===== src/rtl/pipelined_fp_addsub.sv =====
// Four-stage pipelined floating-point adder/subtractor with sideband tag.
// Stages: unpack/compare/special-detect, align with G/R/S, add/sub, normalise/round/pack.
// Subnormals are treated as zero on input and flushed to zero on output.
module pipelined_fp_addsub #(
  parameter int unsigned EXP_W = 8,
  parameter int unsigned MAN_W = 23,
  parameter int unsigned TAG_W = 4
) (
  input  logic                   clk,
  input  logic                   rst,
  input  logic                   in_valid,
  output logic                   in_ready,
  input  logic [EXP_W+MAN_W:0]   a,
  input  logic [EXP_W+MAN_W:0]   b,
  input  logic                   op,
  input  logic [TAG_W-1:0]       tag_in,
  output logic                   out_valid,
  input  logic                   out_ready,
  output logic [EXP_W+MAN_W:0]   result,
  output logic [TAG_W-1:0]       tag_out,
  output logic [2:0]             flags
);

  localparam int unsigned W        = 1 + EXP_W + MAN_W;
  localparam int unsigned ExtW     = MAN_W + 4;     // hidden + fraction + guard/round/sticky
  localparam int unsigned NormW    = ExtW - 1;      // normalised value without hidden bit
  localparam int unsigned ExpCalcW = EXP_W + 2;     // room for carry and negative exponents
  localparam int unsigned LzW      = $clog2(ExtW + 1);
  localparam int unsigned MaxShift = MAN_W + 3;
  localparam logic [EXP_W-1:0] ExpMax = '1;
  localparam logic [W-1:0] QNan = {1'b0, ExpMax, 1'b1, {(MAN_W - 1){1'b0}}};

  // Global stall: the whole pipe moves only when the output slot is free or being drained.
  assign in_ready = !out_valid || out_ready;

  // ---------------- Stage 1: unpack, compare, special detect ----------------
  logic             a_sign, b_sign, a_zero, b_zero, a_inf, b_inf, a_nan, b_nan;
  logic             a_snan, b_snan, a_big;
  logic [EXP_W-1:0] a_exp, b_exp;
  logic [MAN_W-1:0] a_frac, b_frac;
  logic [MAN_W:0]   a_man, b_man;
  logic [W-2:0]     a_mag, b_mag;
  logic             c1_spec;
  logic [W-1:0]     c1_spec_res;
  logic [2:0]       c1_spec_flags;

  logic             s1_valid, s1_spec, s1_sign, s1_eff_sub;
  logic [W-1:0]     s1_spec_res;
  logic [2:0]       s1_spec_flags;
  logic [TAG_W-1:0] s1_tag;
  logic [EXP_W-1:0] s1_exp, s1_diff;
  logic [MAN_W:0]   s1_man_l, s1_man_s;

  // Decode operands (B sign folded with op) and pick the larger magnitude.
  always_comb begin
    a_sign = a[W-1];
    a_exp  = a[W-2:MAN_W];
    a_frac = a[MAN_W-1:0];
    b_sign = b[W-1] ^ op;
    b_exp  = b[W-2:MAN_W];
    b_frac = b[MAN_W-1:0];
    a_zero = (a_exp == '0);
    b_zero = (b_exp == '0);
    a_nan  = (a_exp == ExpMax) && (a_frac != '0);
    b_nan  = (b_exp == ExpMax) && (b_frac != '0);
    a_inf  = (a_exp == ExpMax) && (a_frac == '0);
    b_inf  = (b_exp == ExpMax) && (b_frac == '0);
    a_snan = a_nan && !a_frac[MAN_W-1];
    b_snan = b_nan && !b_frac[MAN_W-1];
    a_man  = a_zero ? '0 : {1'b1, a_frac};
    b_man  = b_zero ? '0 : {1'b1, b_frac};
    a_mag  = a_zero ? '0 : {a_exp, a_frac};
    b_mag  = b_zero ? '0 : {b_exp, b_frac};
    a_big  = (a_mag >= b_mag);

    c1_spec       = 1'b0;
    c1_spec_res   = '0;
    c1_spec_flags = '0;
    if (a_nan || b_nan) begin
      c1_spec       = 1'b1;
      c1_spec_res   = QNan;
      c1_spec_flags = {a_snan || b_snan, 2'b00};
    end else if (a_inf && b_inf && (a_sign ^ b_sign)) begin
      c1_spec       = 1'b1;
      c1_spec_res   = QNan;
      c1_spec_flags = 3'b100;
    end else if (a_inf) begin
      c1_spec     = 1'b1;
      c1_spec_res = {a_sign, ExpMax, {MAN_W{1'b0}}};
    end else if (b_inf) begin
      c1_spec     = 1'b1;
      c1_spec_res = {b_sign, ExpMax, {MAN_W{1'b0}}};
    end
  end

  // ---------------- Stage 2: align smaller operand ----------------
  logic [EXP_W-1:0] shamt;
  logic [ExtW-1:0]  small_ext, lost, c2_aligned;

  logic             s2_valid, s2_spec, s2_sign, s2_eff_sub;
  logic [W-1:0]     s2_spec_res;
  logic [2:0]       s2_spec_flags;
  logic [TAG_W-1:0] s2_tag;
  logic [EXP_W-1:0] s2_exp;
  logic [ExtW-1:0]  s2_man_l, s2_man_s;

  // Saturating right shift; every bit shifted out is folded into the sticky LSB.
  always_comb begin
    shamt      = (32'(s1_diff) > MaxShift) ? EXP_W'(MaxShift) : s1_diff;
    small_ext  = {s1_man_s, 3'b000};
    lost       = small_ext & ~({ExtW{1'b1}} << shamt);
    c2_aligned = (small_ext >> shamt) | ExtW'(|lost);
  end

  // ---------------- Stage 3: add / subtract ----------------
  logic [ExtW:0]    c3_sum;

  logic             s3_valid, s3_spec, s3_sign, s3_eff_sub;
  logic [W-1:0]     s3_spec_res;
  logic [2:0]       s3_spec_flags;
  logic [TAG_W-1:0] s3_tag;
  logic [EXP_W-1:0] s3_exp;
  logic [ExtW:0]    s3_sum;

  // Larger magnitude is always the minuend, so the difference is never negative.
  always_comb begin
    c3_sum = s2_eff_sub ? ({1'b0, s2_man_l} - {1'b0, s2_man_s})
                        : ({1'b0, s2_man_l} + {1'b0, s2_man_s});
  end

  // ---------------- Stage 4: normalise, round, pack ----------------
  logic [LzW-1:0]      lz;
  logic                lz_found, rnd;
  logic [NormW-1:0]    norm;
  logic [MAN_W:0]      frac_r;
  logic [ExpCalcW-1:0] e_pre, e_fin;
  logic [W-1:0]        c4_res;
  logic [2:0]          c4_flags;

  // Leading-zero count, normalise, round-to-nearest-even, then range checks.
  always_comb begin
    lz       = '0;
    lz_found = 1'b0;
    for (int i = ExtW - 1; i >= 0; i--) begin
      if (!lz_found && s3_sum[i]) begin
        lz       = LzW'(ExtW - 1 - i);
        lz_found = 1'b1;
      end
    end

    if (s3_sum[ExtW]) begin
      norm  = {s3_sum[ExtW-1:2], s3_sum[1] | s3_sum[0]};
      e_pre = ExpCalcW'(s3_exp) + ExpCalcW'(1);
    end else begin
      norm  = NormW'(s3_sum[ExtW-1:0] << lz);
      e_pre = ExpCalcW'(s3_exp) - ExpCalcW'(lz);
    end

    rnd    = norm[2] & (norm[1] | norm[0] | norm[3]);
    frac_r = {1'b0, norm[NormW-1:3]} + (MAN_W + 1)'(rnd);
    // A fraction carry-out means the mantissa rounded up to the next power of two.
    e_fin  = e_pre + ExpCalcW'(frac_r[MAN_W]);

    c4_res   = {s3_sign, e_fin[EXP_W-1:0], frac_r[MAN_W-1:0]};
    c4_flags = {2'b00, |norm[2:0]};
    if (s3_sum == '0) begin
      // Exact zero: only (-0)+(-0) keeps a negative sign.
      c4_res   = {s3_sign & ~s3_eff_sub, {(W - 1){1'b0}}};
      c4_flags = 3'b000;
    end else if (e_pre[ExpCalcW-1] || (e_pre == '0)) begin
      c4_res   = {s3_sign, {(W - 1){1'b0}}};
      c4_flags = 3'b001;
    end else if (e_fin >= ExpCalcW'(ExpMax)) begin
      c4_res   = {s3_sign, ExpMax, {MAN_W{1'b0}}};
      c4_flags = 3'b011;
    end
  end

  // Valid bits and output registers: reset clears them, stall holds them.
  always_ff @(posedge clk) begin
    if (rst) begin
      s1_valid  <= 1'b0;
      s2_valid  <= 1'b0;
      s3_valid  <= 1'b0;
      out_valid <= 1'b0;
      result    <= '0;
      tag_out   <= '0;
      flags     <= '0;
    end else if (in_ready) begin
      s1_valid  <= in_valid;
      s2_valid  <= s1_valid;
      s3_valid  <= s2_valid;
      out_valid <= s3_valid;
      if (s3_valid) begin
        result  <= s3_spec ? s3_spec_res : c4_res;
        flags   <= s3_spec ? s3_spec_flags : c4_flags;
        tag_out <= s3_tag;
      end
    end
  end

  // Stage payloads advance with the pipe; their meaning is qualified by the valid bits.
  always_ff @(posedge clk) begin
    if (in_ready) begin
      s1_tag        <= tag_in;
      s1_spec       <= c1_spec;
      s1_spec_res   <= c1_spec_res;
      s1_spec_flags <= c1_spec_flags;
      s1_sign       <= a_big ? a_sign : b_sign;
      s1_eff_sub    <= a_sign ^ b_sign;
      s1_exp        <= a_big ? a_exp : b_exp;
      s1_diff       <= a_big ? (a_exp - b_exp) : (b_exp - a_exp);
      s1_man_l      <= a_big ? a_man : b_man;
      s1_man_s      <= a_big ? b_man : a_man;

      s2_tag        <= s1_tag;
      s2_spec       <= s1_spec;
      s2_spec_res   <= s1_spec_res;
      s2_spec_flags <= s1_spec_flags;
      s2_sign       <= s1_sign;
      s2_eff_sub    <= s1_eff_sub;
      s2_exp        <= s1_exp;
      s2_man_l      <= {s1_man_l, 3'b000};
      s2_man_s      <= c2_aligned;

      s3_tag        <= s2_tag;
      s3_spec       <= s2_spec;
      s3_spec_res   <= s2_spec_res;
      s3_spec_flags <= s2_spec_flags;
      s3_sign       <= s2_sign;
      s3_eff_sub    <= s2_eff_sub;
      s3_exp        <= s2_exp;
      s3_sum        <= c3_sum;
    end
  end

endmodule


===== config.mk =====
export PLATFORM = sky130hd
export DESIGN_NAME = pipelined_fp_addsub
export DESIGN_NICKNAME = d
export VERILOG_FILES = /design/src/rtl/pipelined_fp_addsub.sv
export SDC_FILE = /design/constraint.sdc
export NUM_CORES = 1
export LEC_CHECK = 0
export CAP_MARGIN = 5
export CORE_MARGIN = 8
export CORE_UTILIZATION = 31
export CTS_CLUSTER_DIAMETER = 120
export CTS_CLUSTER_SIZE = 30
export DETAILED_ROUTE_END_ITERATION = 12
export SYNTH_ARGS = -nofsm -noshare
export SYNTH_HDL_FRONTEND = slang
export SYNTH_SLANG_ARGS = --single-unit

===== constraint.sdc =====
create_clock -name clk -period 11.97 [get_ports clk]
set_input_delay 1.197 -clock clk [delete_from_list [all_inputs] [get_ports clk]]
set_output_delay 1.197 -clock clk [all_outputs]
set_load 0.01 [all_outputs]

==> reports/metrics.cfg <==
[status]
outcome = complete, no violations

[synth]
dominantRegCellSynth = edfxtp_1
seq_area_frac_synth_pct = 38.5
async_reset_ff_share_pct = 0
yosys.area.top_type = edfxtp_1
synth.avg_cell_area_um2 = 9.09
yosysTopAreaCellShare_pct = 33.4
synth_edf_count = 189
postSynthCellCount = 1870
ys_ff_latch = 232
synthTopCellsByArea = edfxtp_1 (33%), ha_1 (7.7%), dfxtp_1 (5.1%), mux2i_1 (5.0%), o21ai_0 (4.3%)
synthesis.area_um2 = 17000
yosysWarnings = 0
synthDistinctLibCells = 98
synth_nets = 2051

[placement]
dp_slack_ns = 4.10
globalplace.congestion = 0.976
dp.final_hpwl_mm = 41.1
portBuffers = 113

[clock_tree]
clock_tree.buffer_depth = 3
cts.clk_slew.worst_paths_ns = 0.12
hold_buffers = 0
clkSinkCount = 232
cts_tree = built
insertion_delay_ns = 0.50
cts_resized = 0
numCtsBuffers = 11
clock-root-buffer = clkbuf_16
postCtsSetupRepairBufs = 0
htree_levels = 1

[detailed_routing]
vias = 14500
routed_wl_mm = 52.5
first_pass_iters = 6
ant_nets = 0
route.detailed.wl_per_inst_um = 20.1
initialDrtViolationCount = 971
drcViolationCount = 0
vias_per_cell = 5.55

[global_routing]
grt_max_degree = 74
grt_pass1_wl_mm = 82.2
grt_pass1_vias = 14100
grt_use_total_pct = 16.2
antenna_found_initial = 0
grt_remaining_overflow = 0

[worst_setup_path]
slowest_stage = or4_1
arrival_ns = 8.41
cp-start-kind = flip-flop
max_stage_delay_ns = 0.99
required_ns = 12.40
cp_top_family = simple AND/OR/NAND/NOR gates
path_cells = nor4_1 > nand4_1 > or4_1 > nand2_4 > mux2_2 > a222oi_1 > nand2_1 > a2111oi_2 > and2_1 > nand2b_1 > nor4_1 > ha_1 > ha_1 > nand2_1 > nor3_1 > xor2_1 > o32ai_1 > buf_4 > nor4_1 > buf_4 > nand2b_1 > or4_1 > nand3_1
critical_path_class = flip-flop to flip-flop
critPathBufInv = 2
end_kind = flip-flop
cp_common_cell = nor4_1
cp_max_fo = 22

[floorplanning]
io_pins = 114
die_area_um2 = 62600
core_area_um2 = 54700
row_count = 86
die_w_um = 250
die_y_um = 250
initial_utilization_pct = 31.1

[sta]
setup_tns_ns = 0
slew_violations = 0
worst_pin_slew_ns = 1.14
setup_ws_ns = 3.99
timing.fmax_ghz = 0.125
hold_viol = 0
slew_headroom_pct = 23.8
period_minus_slack_ns = 7.98
setup_viol_count_final = 0
fin_crit_sh_pct = 66.7
fin_hold_ws_ns = 0.415
skew_ns = 0.0265
grt_setup_unrepaired = no

[layout]
drive_gt1_share_pct = 4.45
num_antenna_cells = 0
area_growth_pct = 12.0
fill_cells = 5656
fin_nets = 2087

[pwr]
ir_worst_vdd_mv = 0.0774
powerDensity_nw_per_um2 = 164
p_leak_nw = 7.31

[run]
max_cap_viol_count = 0

[min_path]
hp-class = flip-flop to flip-flop

[cells in the final DEF (no fill, tap or decap), types with 13 or more instances in the layout]
cell type	synthesis	layout
or4_1	15	15
mux2i_1	85	85
nand2_1	193	193
nor3_1	51	51
xnor2_1	32	32
a21o_1	26	26
dfxtp_1	43	43
nor4_1	34	34
nor2_1	122	121
o21a_1	15	15
buf_4	3	19
or3_1	15	15
o21ai_0	146	146
and2_1	37	37
nand2b_1	34	33
edfxtp_1	189	189
o211ai_1	17	17
nand4_1	19	19
nand3_1	50	50
clkdlybuf4s50_1	0	113
nor2b_1	27	27
ha_1	104	104
a31oi_1	14	13
o31ai_1	30	30
o22ai_1	14	14
a21oi_1	130	130
inv_1	83	83
a211oi_1	24	24
xor2_1	20	20
[Yosys cell counts (all sizes together) (32+ instances only)]
library cell	n
ha	104
nand3	51
nand2	194
and2	37
nor3	51
dfxtp	43
a21oi	131
nor2	122
o21ai	157
mux2i	86
edfxtp	189
nand2b	34
xnor2	32
nor4	39
inv	86
clkbuf	81
[metal layers]
| metal | vias to the layer above | GRT usage [%] | share of wire [%] |
|---|---|---|---|
| met3 | 79 | 1.55 | 4.3 |
| met2 | 429 | 27.3 | 47 |
| met4 | 0 | 5.44 | 3.2 |
| met1 | 6968 | 21.6 | 45 |
| met5 | - | 0 | 0 |
| li1 | 7028 | - | - |
[worst paths after layout]
kind                             start                      end  slack, ns  cells after the start
setup / recovery  s3_sum[17]$_DFFE_PN_  result[21]$_SDFFE_PP0P_       3.99                     23
hold / removal     s2_tag[3]$_DFFE_PN_      s3_tag[3]$_DFFE_PN_       0.41                      0
setup reg to reg  s3_sum[17]$_DFFE_PN_  result[21]$_SDFFE_PP0P_       3.99                     23
hold reg to reg    s2_tag[3]$_DFFE_PN_      s3_tag[3]$_DFFE_PN_       0.41                      0
[stage by stage]
stage	power, mW	instance area (um2)	std cells	utilization, %
floorplan	2.19	17000	1870	-
global placement	2.70	18700	2597	34.3
detailed placement	2.68	18700	2597	34.3
CTS	3.12	19000	2612	34.8
global route	3.31	19000	2612	34.8
finish	3.12	19000	2612	34.8
[state kept, by name, indices dropped and copies added (netlist names), 8 cells and up]
register	cells
s1_man_s	24
s1_man_l	24
s2_man_l	24
s3_exp	8
s1_diff	8
s2_man_s	27
s2_exp	8
s3_sum	28
result	32
s1_exp	8
[area by class of cell]
cell class	instances	area (um2)	share of cell area (%)
Sequential cell	232	6540	34.3
Tap cell	704	881	4.63
Multi-Input combinational cell	1442	9710	51.0
Timing Repair Buffer	132	1270	6.69
Inverter	87	327	1.72
Clock buffer	12	279	1.47
Clock inverter	3	37.5	0.197
[logic make-up after synthesis]
logic type | Yosys count | share of synthesized area [%]
compound gates | 533 | 20.3
xor+xnor | 52 | 2.68
fa+ha+maj | 109 | 8.18
buf+inv | 196 | 4.71
flops | 232 | 38.5
mux | 99 | 6.13
simple gates | 649 | 19.6
[report_power, final]
part	internal, mW	leakage, nW	switching, mW
clock	0.191	0.154	0.239
combinational	0.543	4.74	0.952
sequential	1.02	2.42	0.172
total	1.76	7.31	1.36
Power figures use the tool's default switching activity.
